<file path="src/rtl/ycbcr_frame_ctrl.sv">
// Frame controller around an external RGB-to-YCbCr converter: accepts one frame of RGB
// pixels, drives the converter and tags its results with valid/sof/eol/eof.
module ycbcr_frame_ctrl #(
  parameter int unsigned IMG_W    = 640,
  parameter int unsigned IMG_H    = 480,
  parameter int unsigned CONV_LAT = 1
) (
  input  logic       clk,
  input  logic       rst,
  input  logic       start,
  input  logic       abort,
  output logic       busy,
  output logic       done,
  input  logic       s_valid,
  output logic       s_ready,
  input  logic [7:0] s_red,
  input  logic [7:0] s_green,
  input  logic [7:0] s_blue,
  output logic [7:0] red_ch,
  output logic [7:0] green_ch,
  output logic [7:0] blue_ch,
  input  logic [7:0] luma_ch,
  input  logic [7:0] cb_ch,
  input  logic [7:0] cr_ch,
  output logic       m_valid,
  output logic [7:0] m_luma,
  output logic [7:0] m_cb,
  output logic [7:0] m_cr,
  output logic       m_sof,
  output logic       m_eol,
  output logic       m_eof
);

  localparam int unsigned CW    = (IMG_W > 1) ? $clog2(IMG_W) : 1;
  localparam int unsigned RW    = (IMG_H > 1) ? $clog2(IMG_H) : 1;
  localparam int unsigned Depth = CONV_LAT + 1;

  typedef enum logic [1:0] {StIdle, StRun, StDrain, StDone} state_e;

  state_e        state_q, state_d;
  logic [CW-1:0] col_q;
  logic [RW-1:0] row_q;
  logic [3:0]    tag_q [Depth];  // {valid, sof, eol, eof}

  logic accept, sof, eol, eof, abort_act, start_act;

  assign accept    = s_valid && s_ready;
  assign sof       = (col_q == '0) && (row_q == '0);
  assign eol       = (col_q == CW'(IMG_W - 1));
  assign eof       = eol && (row_q == RW'(IMG_H - 1));
  assign abort_act = abort && ((state_q == StRun) || (state_q == StDrain));
  // Abort beats a simultaneous start.
  assign start_act = start && !abort && (state_q == StIdle);

  always_comb begin
    state_d = state_q;
    unique case (state_q)
      StIdle:  if (start_act) state_d = StRun;
      StRun: begin
        if (abort)               state_d = StIdle;
        else if (accept && eof)  state_d = StDrain;
      end
      StDrain: begin
        if (abort)      state_d = StIdle;
        else if (m_eof) state_d = StDone;
      end
      StDone:  state_d = StIdle;
      default: state_d = StIdle;
    endcase
  end

  always_ff @(posedge clk) begin
    if (rst) state_q <= StIdle;
    else     state_q <= state_d;
  end

  always_ff @(posedge clk) begin
    if (rst || abort_act || start_act) begin
      col_q <= '0;
      row_q <= '0;
    end else if (accept) begin
      if (eol) begin
        col_q <= '0;
        row_q <= (row_q == RW'(IMG_H - 1)) ? '0 : row_q + RW'(1);
      end else begin
        col_q <= col_q + CW'(1);
      end
    end
  end

  always_ff @(posedge clk) begin
    if (rst) begin
      red_ch   <= '0;
      green_ch <= '0;
      blue_ch  <= '0;
    end else if (accept) begin
      red_ch   <= s_red;
      green_ch <= s_green;
      blue_ch  <= s_blue;
    end
  end

  // Tag pipeline tracks the converter so flags line up with its results.
  always_ff @(posedge clk) begin
    if (rst || abort_act) begin
      for (int i = 0; i < Depth; i++) tag_q[i] <= '0;
    end else begin
      tag_q[0] <= accept ? {1'b1, sof, eol, eof} : 4'b0000;
      for (int i = 1; i < Depth; i++) tag_q[i] <= tag_q[i-1];
    end
  end

  assign busy    = (state_q == StRun) || (state_q == StDrain);
  assign done    = (state_q == StDone);
  assign s_ready = (state_q == StRun);
  assign m_valid = tag_q[Depth-1][3];
  assign m_sof   = tag_q[Depth-1][2];
  assign m_eol   = tag_q[Depth-1][1];
  assign m_eof   = tag_q[Depth-1][0];
  assign m_luma  = luma_ch;
  assign m_cb    = cb_ch;
  assign m_cr    = cr_ch;

endmodule

</file>
<file path="config.mk">
export PLATFORM = sky130hd
export DESIGN_NAME = ycbcr_frame_ctrl
export DESIGN_NICKNAME = d
export VERILOG_FILES = /design/src/rtl/ycbcr_frame_ctrl.sv
export SDC_FILE = /design/constraint.sdc
export NUM_CORES = 1
export LEC_CHECK = 0
export BUFFER_PORTS_ARGS = -buffer_cell sky130_fd_sc_hd__buf_2
export CAP_MARGIN = 20
export CORE_UTILIZATION = 42
export CTS_CLUSTER_DIAMETER = 30
export CTS_CLUSTER_SIZE = 16
export DETAILED_ROUTE_END_ITERATION = 7
export GPL_TIMING_DRIVEN = 0
export PLACE_DENSITY = 0.86
export SYNTH_ARGS = -nofsm -noshare
export SYNTH_HDL_FRONTEND = slang
export SYNTH_SLANG_ARGS = --single-unit
</file>
<file path="constraint.sdc">
create_clock -name clk -period 1.8 [get_ports clk]
set_input_delay 0.18 -clock clk [delete_from_list [all_inputs] [get_ports clk]]
set_output_delay 0.18 -clock clk [all_outputs]
set_load 0.01 [all_outputs]
</file>
---- After elaboration in Yosys (flattened, before gate mapping) ----
Memory sizes are Yosys's and may differ from the RTL's.
Cells that the tools add are included.
cells by class
  add/subtract/negate cells ............... 2
  eq/ne operators ......................... 8
  mux-type cells .......................... 14
  bitwise operators ....................... 2
  reduce and logical (&&, ||, !) cells .... 16
operators by type and width
  cell                                                                      number
  4-bit 2-to-1 mux                                                          3
  10-bit by 1-bit adder with 10-bit output (second input constant)          1
  10-bit == test (second input constant)                                    1
  10-bit logical NOT                                                        1
  10-bit 2-to-1 mux                                                         1
  2-bit 2-to-1 mux                                                          5
  9-bit by 1-bit adder with 9-bit output (second input constant)            1
  9-bit == test (second input constant)                                     1
  9-bit logical NOT                                                         1
  9-bit 2-to-1 mux                                                          1
  2-bit case mux with 4 select lines                                        1
  1-bit logical AND                                                         7
  2-bit == test (second input constant)                                     2
  1-bit logical OR                                                          3
  1-bit 2-to-1 mux                                                          3
  3-bit by 2-bit inequality test with 1-bit output (second input constant)  1
  3-bit inequality test (second input constant)                             1
  3-bit AND reduction                                                       1
  2-bit by 1-bit == test with 1-bit output (second input constant)          1
  2-bit logical NOT                                                         1
  2-bit inequality test (second input constant)                             1
  1-bit OR                                                                  2
  2-bit AND reduction                                                       1
  1-bit logical NOT                                                         1
word-level totals
  flip-flop bits (word level) ............. 45
  bits in writable memories ............... 8
  input port bits ......................... 53
  output and inout port bits .............. 55
  logic and storage cells ................. 49
  memories kept ........................... 1
memory list
  memory  depth  bits a word  read ports  clocked after Yosys merged registers in  wr ports  line  text
  tag_q   2      4            2           0                                        2         43    logic [3:0] tag_q [Depth];

---- Longest topological paths before layout ----
Gate-level depths: netlist (run 1).
  depth in word-level cells ............... 7
  mapped depth ............................ 8
  depth with buffers taken out ............ 6

---- Worst setup path before layout (run 1) ----
OpenSTA, ideal clock, no wires.
  path type ............................... reg2reg
  start ................................... register state_q[1]
  end ..................................... register row_q[5]
  data arrival time ....................... 1.705 ns
  data required time ...................... 1.730 ns
  setup slack ............................. 0.025 ns
  stages on the path, launching flop included .. 8
  path buffers ............................ 1
  clock period less this slack ............ 1.775 ns
  path through ............................ dfxtp_1 -> inv_1 -> ha_1 -> and2_1 -> buf_2 -> nand4_4 -> or4_1 -> a21oi_1
between the ends
  word-level cells in the longest chain between the ends .. 5
  elaborated cells between the ends (all ways) .. 10
  those cells by class .................... eq/ne (2); reduce/logical (8)
ends and longest elaborated chain
  element                                       line  text
  start: declaration                            40    state_e state_q, state_d;
  start signal: assignment                      73    if (rst) state_q <= StIdle;
  start signal: assignment                      74    else state_q <= state_d;
  2-bit by 1-bit == test with 1-bit output (*)  115   assign s_ready = (state_q == StRun);
  via s_ready                                   15    output logic s_ready,
  1-bit logical OR                              51    assign abort_act = abort && ((state_q == StRun) || (state_q == StDrain));
  1-bit logical AND                             51
  1-bit logical OR (2 in series)                78    if (rst || abort_act || start_act) begin
  end signal: assignment                        84    row_q <= (row_q == RW'(IMG_H - 1)) ? '0 : row_q + RW'(1);
  end: declaration                              42    logic [RW-1:0] row_q;
Mark *: on every way through the listed nets, which the timed path passes. The rest lies on a longest branch.
A chain may end at the register's enable or synchronous reset.

---- Worst setup path in the final report (run 1) ----
  start ................................... register row_q[0]
  end ..................................... register state_q[0]
between the ends
  word-level cells in the longest chain between the ends .. 5
ends and longest elaborated chain
  element                                                            line  text
  9-bit == test                                                      50    assign eof = eol && (row_q == RW'(IMG_H - 1));
  1-bit logical AND                                                  50
  1-bit logical AND                                                  61    else if (accept && eof) state_d = StDrain;
  3-bit by 2-bit inequality test with 1-bit output (no source line)  n/a
  3-bit AND reduction (no source line)                               n/a
Every way passes these cells.

==> results.txt, run 1 <==
* Num Clock Sinks: 53
* Startpoint type of the worst setup path: flip-flop
- In this run the worst path has a maximum fanout of 6.
- Detail-routed via count per cell: 4.996
- In the final layout, the share of cells above drive strength 1 is 0.3805.
- Yosys mapped a number of flops with a built-in enable equal to 0.
* Effective utilization at floorplan: 0.4386
* Detailed-route DRC error count: 0
- Hold path startpoint: s_green[2]
- Final GP Congestion: just under 0.9
- The HPWL after detailed placement is between 4 and 5 mm.
* Fraction of the mapped netlist area in adder cells: 0.04634
- IR Drop Worst-Case VDD: 0.3851 mV
- Mean post-synth cell area: 8.293 sq um
- CTS tree: done
- The number of antenna diodes in the final layout is 0.
* ANT nets after route: 0
- Overall track demand over capacity in global routing: 0.1817
- Critical setup path kind: reg -> reg
* Worst path arrival time: 1.92 ns
- The H-tree was split into 2 levels.
* Yosys top cell area share: 0.4367
- Setup slack closes at between 0.07 and 0.08 ns.
* Distinct cell type count of the synthesized netlist: 37
- Worst slew margin: 0.6943
* Share of flip-flops with an asynchronous set or reset: 0
* Critical path origin: row_q[0]
- At the later pin of the worst-skew pair, clock insertion delay measures 0.31 ns.
- Outcome: completed
- Min Tclk post-route: 1.728 ns
- Total power density per cell area: 913.9 nW/um^2
* Number of flip-flops and latches in the synthesized netlist: 53
- Worst slack after detailed placement: -0.3614 ns
* Worst Hold Path Cells: 3
- After clock tree synthesis, the clock-pin slew on the worst setup and hold paths is approximately 0.10 ns.
- After floorplanning, the core was sized to cover 5540 sq um.
- Cell accounting for the most synthesized area: sky130_fd_sc_hd__dfxtp_1
- For the final routed database, the setup TNS stands at 0 ns.
* Final period util: 0.9599
* Number of optimization iterations in the first detailed-route pass: 4
* R2R depth: 5
* Leakage Power: ~0.0014 uW
- The die is 78.06 microns wide.
- For this run, the leading register cell type out of synthesis is sky130_fd_sc_hd__dfxtp_1.
- The most common cell in the synthesized netlist is sky130_fd_sc_hd__nand2_1.
- The number of antenna violations at the first check in global routing came to 0.
- Across all register-to-register paths, the minimum setup slack is about 0.072 ns.
- Synth-to-Final Area Change: 32.23%
- First-pass GRT wire length: 8.901 mm
- After synthesis, the cell types taking the most area are sky130_fd_sc_hd__dfxtp_1, sky130_fd_sc_hd__nand2_1, sky130_fd_sc_hd__buf_4.
- Area of the die: ~6100 sq um
- Pin placement for this block handled 108 I/O pins.
- The post-synthesis compound-gate area fraction was 0.1189.
* MaxCap Viol Count: 0
- Of the total synthesized cell area, the portion taken by AND, OR, NAND and NOR gates is 0.2492.
- CP Capture Type: flip-flop
- Starting DRC count in detailed routing: just under 90
- Multiplexer area fraction after synthesis: 0.004119
* Worst Path Required: approximately 2.0 ns
- Actual slew at the worst max-slew pin: about 0.46 ns
- Count of port buffers added during placement: 83
* Number of slew-limit violations in the final report: 0
* Highest Clock Rate: roughly 580 MHz
* Net count of the finished layout: 450
- Setup Skew: 0.009986 ns
- Final hold vios: 0
- Dividing the detail-routed wire length by the instance count gives 12.28 microns.
* Total length of routed wires: 5.659 mm
* Reg-to-reg startpoint: row_q[0]
* Clock tree root driver cell: sky130_fd_sc_hd__clkbuf_8
- During synthesis, Yosys emitted a total of 0 warnings.
* Maximum number of pins on one net before global-route repair: 18
* Post-synthesis sequential area ratio: 0.4367
- Counting every net in the synthesized netlist gives ~360.
- Clock Path Buffers: 2
* Worst min path class: in -> reg
- Of the total synthesized cell area, the portion taken by XOR and XNOR cells is 0.03244.
- The floorplan has 27 rows.
- Syn Std Cell Area: 2430 sq um
- By count the netlist is led by sky130_fd_sc_hd__nand2_1, sky130_fd_sc_hd__dfxtp_1, sky130_fd_sc_hd__a21oi_1, sky130_fd_sc_hd__buf_4, sky130_fd_sc_hd__nor2_1.
* Number of global-route vias before repair: ~2000
- The layout has 484 filler cells.
* Die span in y: 78.06 microns
- Total via count after detailed routing: 2303
- Buffers inserted during clock tree synthesis total 5.
- Main combinational cell family by area after synthesis: simple AND/OR/NAND/NOR gates
- Setup violations remaining at the end of the flow were counted as 0.
* Count of mapped cells out of synthesis: 293
- Total congestion overflow: 0
## routing by layer
metal  wire length (microns)  global-route usage  vias to the layer above
met5                       0                   0                        -
met4                     110             0.06111                        0
met3                     336             0.03256                       11
met2                    2823              0.3316                       88
met1                    2388              0.2124                     1056
li1                        -                   -                     1148
## per-stage QoR
step | area [sq um] | hold slack (ns) | util | power, uW | instances
2_1_floorplan | 2430 | 0.3160 | - | 1775 | 293
6_report | 3213 | 0.09661 | 0.5799 | 2936 | 461
3_3_place_gp | 2935 | 0.4110 | 0.5298 | 2000 | 448
5_1_grt | 3213 | 0.08439 | 0.5799 | 3098 | 461
4_1_cts | 3108 | 0.09213 | 0.5610 | 2867 | 458
3_5_place_dp | 2935 | 0.4161 | 0.5298 | 2025 | 448
## cell families after synthesis
family,after synthesis
AOI/OAI and AO/OA,51
xor gates and xnor gates,9
DFF,53
muxes,1
adders and majority gates,9
and+or+nand+nor,124
buffers and inverters,46
## where the power goes
part	switching [uW]	leakage (uW)	total [uW]	internal, uW
Combinational	435	0.000955	810	374
Clock	389	0.0000543	806	416
Sequential	54.2	0.000431	1320	1270
## critical path: stages (launching register included)
cell                        delay [ns]
sky130_fd_sc_hd__dfxtp_1          0.44
sky130_fd_sc_hd__ha_1             0.27
sky130_fd_sc_hd__and3_1           0.26
sky130_fd_sc_hd__nand3_1          0.24
sky130_fd_sc_hd__o21ai_0          0.31
sky130_fd_sc_hd__a2bb2oi_1        0.10
## final timing paths
kind,endpoint
worst max-delay path,state_q[0]
worst min-delay path,green_ch[2]
worst max register to register,state_q[0]
worst min register to register,tag_q[0][4]
## placed cells by master, fill, tap and decap left out, types with 2 or more instances in the layout
master / Yosys / layout
sky130_fd_sc_hd__nand3_1: 13 / 13
sky130_fd_sc_hd__a21oi_1: 34 / 31
sky130_fd_sc_hd__and3_1: 4 / 4
sky130_fd_sc_hd__a41oi_1: 2 / 2
sky130_fd_sc_hd__clkbuf_8: 0 / 5
sky130_fd_sc_hd__buf_12: 0 / 2
sky130_fd_sc_hd__buf_2: 2 / 86
sky130_fd_sc_hd__xor2_1: 8 / 8
sky130_fd_sc_hd__dfxtp_1: 53 / 49
sky130_fd_sc_hd__dfxtp_2: 0 / 2
sky130_fd_sc_hd__inv_1: 9 / 8
sky130_fd_sc_hd__ha_1: 9 / 7
sky130_fd_sc_hd__or3_4: 0 / 2
sky130_fd_sc_hd__and2_1: 6 / 5
sky130_fd_sc_hd__nor2_1: 15 / 15
sky130_fd_sc_hd__a21oi_2: 0 / 3
sky130_fd_sc_hd__or3_1: 4 / 2
sky130_fd_sc_hd__clkbuf_1: 8 / 5
sky130_fd_sc_hd__nand2_1: 59 / 59
sky130_fd_sc_hd__and4_1: 3 / 3
sky130_fd_sc_hd__dfxtp_4: 0 / 2
sky130_fd_sc_hd__or4_1: 3 / 2
sky130_fd_sc_hd__nor4_1: 4 / 4
sky130_fd_sc_hd__nand2b_1: 4 / 4
sky130_fd_sc_hd__o21ai_0: 6 / 5
sky130_fd_sc_hd__nand4_1: 3 / 3
sky130_fd_sc_hd__ha_4: 0 / 2
sky130_fd_sc_hd__buf_4: 26 / 30
## timing repair
item                       in CTS  in global routing
hold buffers                    0                  0
setup endpoints to repair      32                 23
resized for setup              11                 23
buffers inserted                2                  3
pin swaps                       1                  7
## state kept, by name, indices dropped and copies added (netlist names)
signal / count
col_q: 10
row_q: 9
blue_ch: 8
green_ch: 8
tag_q: 8
red_ch: 8
state_q: 2
## layout make-up
| class | count | area, sq um | area share |
|---|---|---|---|
| Multi-Input combinational cell | 194 | 1170 | 0.3641 |
| Sequential cell | 53 | 1071 | 0.3333 |
| Timing Repair Buffer | 88 | 478.0 | 0.1488 |
| Buffer | 37 | 252.7 | 0.07866 |
| Tap cell | 72 | 90.09 | 0.02804 |
| Clock buffer | 5 | 68.82 | 0.02142 |
| Clock inverter | 3 | 46.29 | 0.01441 |
| Inverter | 9 | 36.28 | 0.01129 |
(Power assumes the default switching activity.)
==> run 2: changes to the inputs <==
--- a/config.mk
+++ b/config.mk
@@ -7,11 +7,13 @@
 export LEC_CHECK = 0
 export BUFFER_PORTS_ARGS = -buffer_cell sky130_fd_sc_hd__buf_2
 export CAP_MARGIN = 20
+export CORE_MARGIN = 1
 export CORE_UTILIZATION = 42
 export CTS_CLUSTER_DIAMETER = 30
 export CTS_CLUSTER_SIZE = 16
 export DETAILED_ROUTE_END_ITERATION = 7
 export GPL_TIMING_DRIVEN = 0
+export HOLD_SLACK_MARGIN = 0.15
 export PLACE_DENSITY = 0.86
 export SYNTH_ARGS = -nofsm -noshare
 export SYNTH_HDL_FRONTEND = slang
==> run 2 against run 1 <==
Net effect: critical path type unchanged; sequential power hardly changed; sequential share of layout area shrank 2.3 points; final cell count grew 5.6%; clock skew shrank 0.0024 ns; first-iteration DRC count up 36%; clock power about the same; non-clock buffer count rose by 26; critical endpoint is now row_q[7].
==> results.txt, run 2 (synthesis gave the netlist of run 1 again) <==
- The data arrival time of the critical path was 1.98 ns (+0.06 ns).
- The tree is rooted in a sky130_fd_sc_hd__clkbuf_8.
- The number of rows in the core area was 27 (unchanged).
- Number of top-level pins: 108 (unchanged)
- Grt met1 use: 0.2175 (+0.005058)
- Highest Clock Rate: 574.8 MHz (-0.68%)
- Min Tclk post-route: 1.740 ns (+0.01190 ns)
- From synthesis to final layout, the design area changed by 41.81%.
- Count of port buffers added during placement: 83 (unchanged)
* Total power density per cell area: 869.7 nW/um^2 (-4.8%)
- Clock insertion delay at the later pin of the skew report: 0.31 ns (about the same)
* Sequential standard cell area: 1071 sq um (unchanged)
- Antenna Cells: 0 (unchanged)
- The fill cell total of the finished layout is 445 (-8.1%).
- Detail-routed via count per cell: 4.961 (-0.69%)
- The global routing met2 resource utilization was 0.3728 (+0.04123).
- The number of buffers added by the clock tree synthesis step is 5 (unchanged).
* Final period util: 0.9666 (+0.006614)
- Antenna violations before repair: 0 (unchanged)
* Total core area: 5540 sq um (unchanged)
- Internal reg-to-reg setup slack: 0.06 ns (about the same)
- The first-pass GRT wire length is 9.549 mm (+7.3%).
* Setup Skew: 0.007576 ns (-0.002410 ns)
- The first-pass detailed-route iteration total was 5 (+1).
- The final number of setup-violating endpoints was 0 (unchanged).
- Number of global-route vias before repair: 2169 (+6.5%)
- The required time at the worst-slack endpoint came to 2.04 ns (+0.05 ns).
- Total length of routed wires: 6.201 mm (+9.6%)
- Flip-flop count of the largest register, all copies and words added: 10 (unchanged)
* Area of the die: 6093 sq um (unchanged)
- The worst setup path is captured at a flip-flop.
- The detailed-route wire length per cell was 12.73 microns (+3.7%).
- IR Drop Worst-Case VDD: 0.3929 mV (+2.0%)
- The largest net degree at the start of global routing came to 18 (unchanged).
- Number of standard cells in the final layout excluding fillers: 487 (+5.6%)
* Worst slack after detailed placement: -0.3614 ns (unchanged)
- Capture point of the worst reg-to-reg path: row_q[7]
* HPWL Detailed: 4.028 mm (unchanged)
- Overall power of the completed layout: 2997 uW (+2.1%)
- Clock slew at the register clock pins of the worst setup and hold paths: 0.09 ns (about the same)
* Outcome: completed
- Final GP Congestion: 0.8888 (unchanged)
- Total congestion overflow: 0 (unchanged)
- Share of post-route cells with drive strength above 1: 0.3542 (-0.02625)
* Startpoint type of the worst setup path: flip-flop
- Reg-to-reg startpoint: state_q[1]
- Net count of the finished layout: 476 (+5.8%)
- Detailed-route DRC error count: 0 (unchanged)
- End point of the critical path: row_q[7]
- The number of instances in the placed design was 448 (unchanged).
- The clock net sink count was 53 (unchanged).
- The chip height was 78.06 microns (unchanged).
* Worst hold slack: 0.2129 ns (+0.1163 ns)
- Critical setup path kind: reg -> reg
- The max-cap check violation count was 0 (unchanged).
* Maximum level of the CTS H-tree: 2 (unchanged)
- The buffer depth of the longest clock path was 2 (unchanged).
- The min-delay analysis places its worst path in the category in -> reg.
- Ranked by flip-flop count, first place goes to col_q.
- Total via count after detailed routing: 2416 (+4.9%)
- RSZ-0062 raised after global routing: false
- The post-detailed-route count of antenna-violating nets was 0 (unchanged).
- Minimum setup slack in the final design: 0.06020 ns (-0.01190 ns)
* Multi-input combinational cell area: 1156 sq um (-1.2%)
* Actual slew at the worst max-slew pin: 0.4693 ns (+0.01074 ns)
- The max-slew violation count came to 0 (unchanged).
- Largest fanout on the critical path: 6 (unchanged)
* Met3 global-route usage: 0.03605 (+0.003488)
* Total Neg Setup Slack: 0 ns (unchanged)
- The depth of the most critical reg-to-reg path came to 7 (+2).
- Critical path origin: state_q[1]
- Effective utilization at floorplan: 0.4386 (unchanged)
* Leakage Power: 0.001546 uW (+7.3%)
- Leaving out fill and tap cells, the most frequent cells in the layout are sky130_fd_sc_hd__buf_2, sky130_fd_sc_hd__nand2_1, sky130_fd_sc_hd__dfxtp_1.
- The global routing stage identified its most utilized layer as met2.
- The count of endpoints failing hold in the final timing report came to 0 (unchanged).
- The detailed router's first-iteration violation count is 121 (+36%).
- Commonest non-fill, non-tap cell in the layout: sky130_fd_sc_hd__buf_2
- The largest registers in the layout are col_q x10, row_q x9.
- Worst slew margin: 0.6872 (-0.007160)
* Overall track demand over capacity in global routing: 0.1956 (+0.01388)
- CTS tree: done
- Width of the die: 78.06 microns (unchanged)
## run 2: cell types whose count changed in the layout (fill, tap and decap cells not counted), sizes merged
cell	before	now
dlygate4sd3	0	24
buf	119	121
## run 2: worst min path at each step
stage / start / to / slack [ns] / depth (start not counted)
2_1_floorplan: s_blue[0] / blue_ch[0] / 0.32 / 2
3_5_place_dp: tag_q[0][0] / tag_q[0][4] / 0.42 / 1
6_report: rst / tag_q[0][1] / 0.21 / 3
3_3_place_gp: tag_q[0][2] / tag_q[0][6] / 0.41 / 1
4_1_cts: rst / tag_q[0][1] / 0.20 / 3
5_1_grt: rst / tag_q[0][1] / 0.22 / 3
## run 2: report_power, final
group | internal [uW] | switching [uW] | total (uW)
registers | 1270 | 54.0 | 1320
clock network | 416 | 393 | 809
logic | 410 | 457 | 867
## run 2: area by class of cell
type                    instances  share of cell area
plain buffers                  37             0.07444
repair buffers                114              0.2092
inverters                       9             0.01053
multi-input cells             194              0.3355
flip-flops and latches         53              0.3108
well taps                      72             0.02614
clock buffers                   5             0.01997
clock inverters                 3             0.01344
## run 2: routing by layer
| layer | share of wire | vias to the layer above |
|---|---|---|
| met3 | 0.062 | 13 |
| met4 | 0.020 | 0 |
| li1 | - | 1204 |
| met2 | 0.51 | 99 |
| met5 | 0 | - |
| met1 | 0.41 | 1100 |
## run 2: what timing repair did
action | CTS | global route
endpoints found under the setup margin | 32 | 23
pin swaps | 1 | 6
hold buffers | 24 | 0
setup buffers | 2 | 5
hold endpoints to repair | 24 | 0
gates resized for setup | 11 | 21
## run 2: stage by stage
| stage | area [sq um] | utilization |
|---|---|---|
| floorplan | 2430 | - |
| global placement | 2935 | 0.5298 |
| detailed placement | 2935 | 0.5298 |
| CTS | 3348 | 0.6043 |
| global route | 3446 | 0.6220 |
| finish | 3446 | 0.6220 |
## run 2: worst max-delay path, cell delays in order (launching register included)
cell and delay (ns):
sky130_fd_sc_hd__dfxtp_4 0.37, sky130_fd_sc_hd__inv_4 0.08, sky130_fd_sc_hd__ha_4 0.16, sky130_fd_sc_hd__and2_4 0.14
sky130_fd_sc_hd__buf_6 0.11, sky130_fd_sc_hd__nand4_4 0.14, sky130_fd_sc_hd__or4_1 0.53, sky130_fd_sc_hd__a21oi_1 0.14
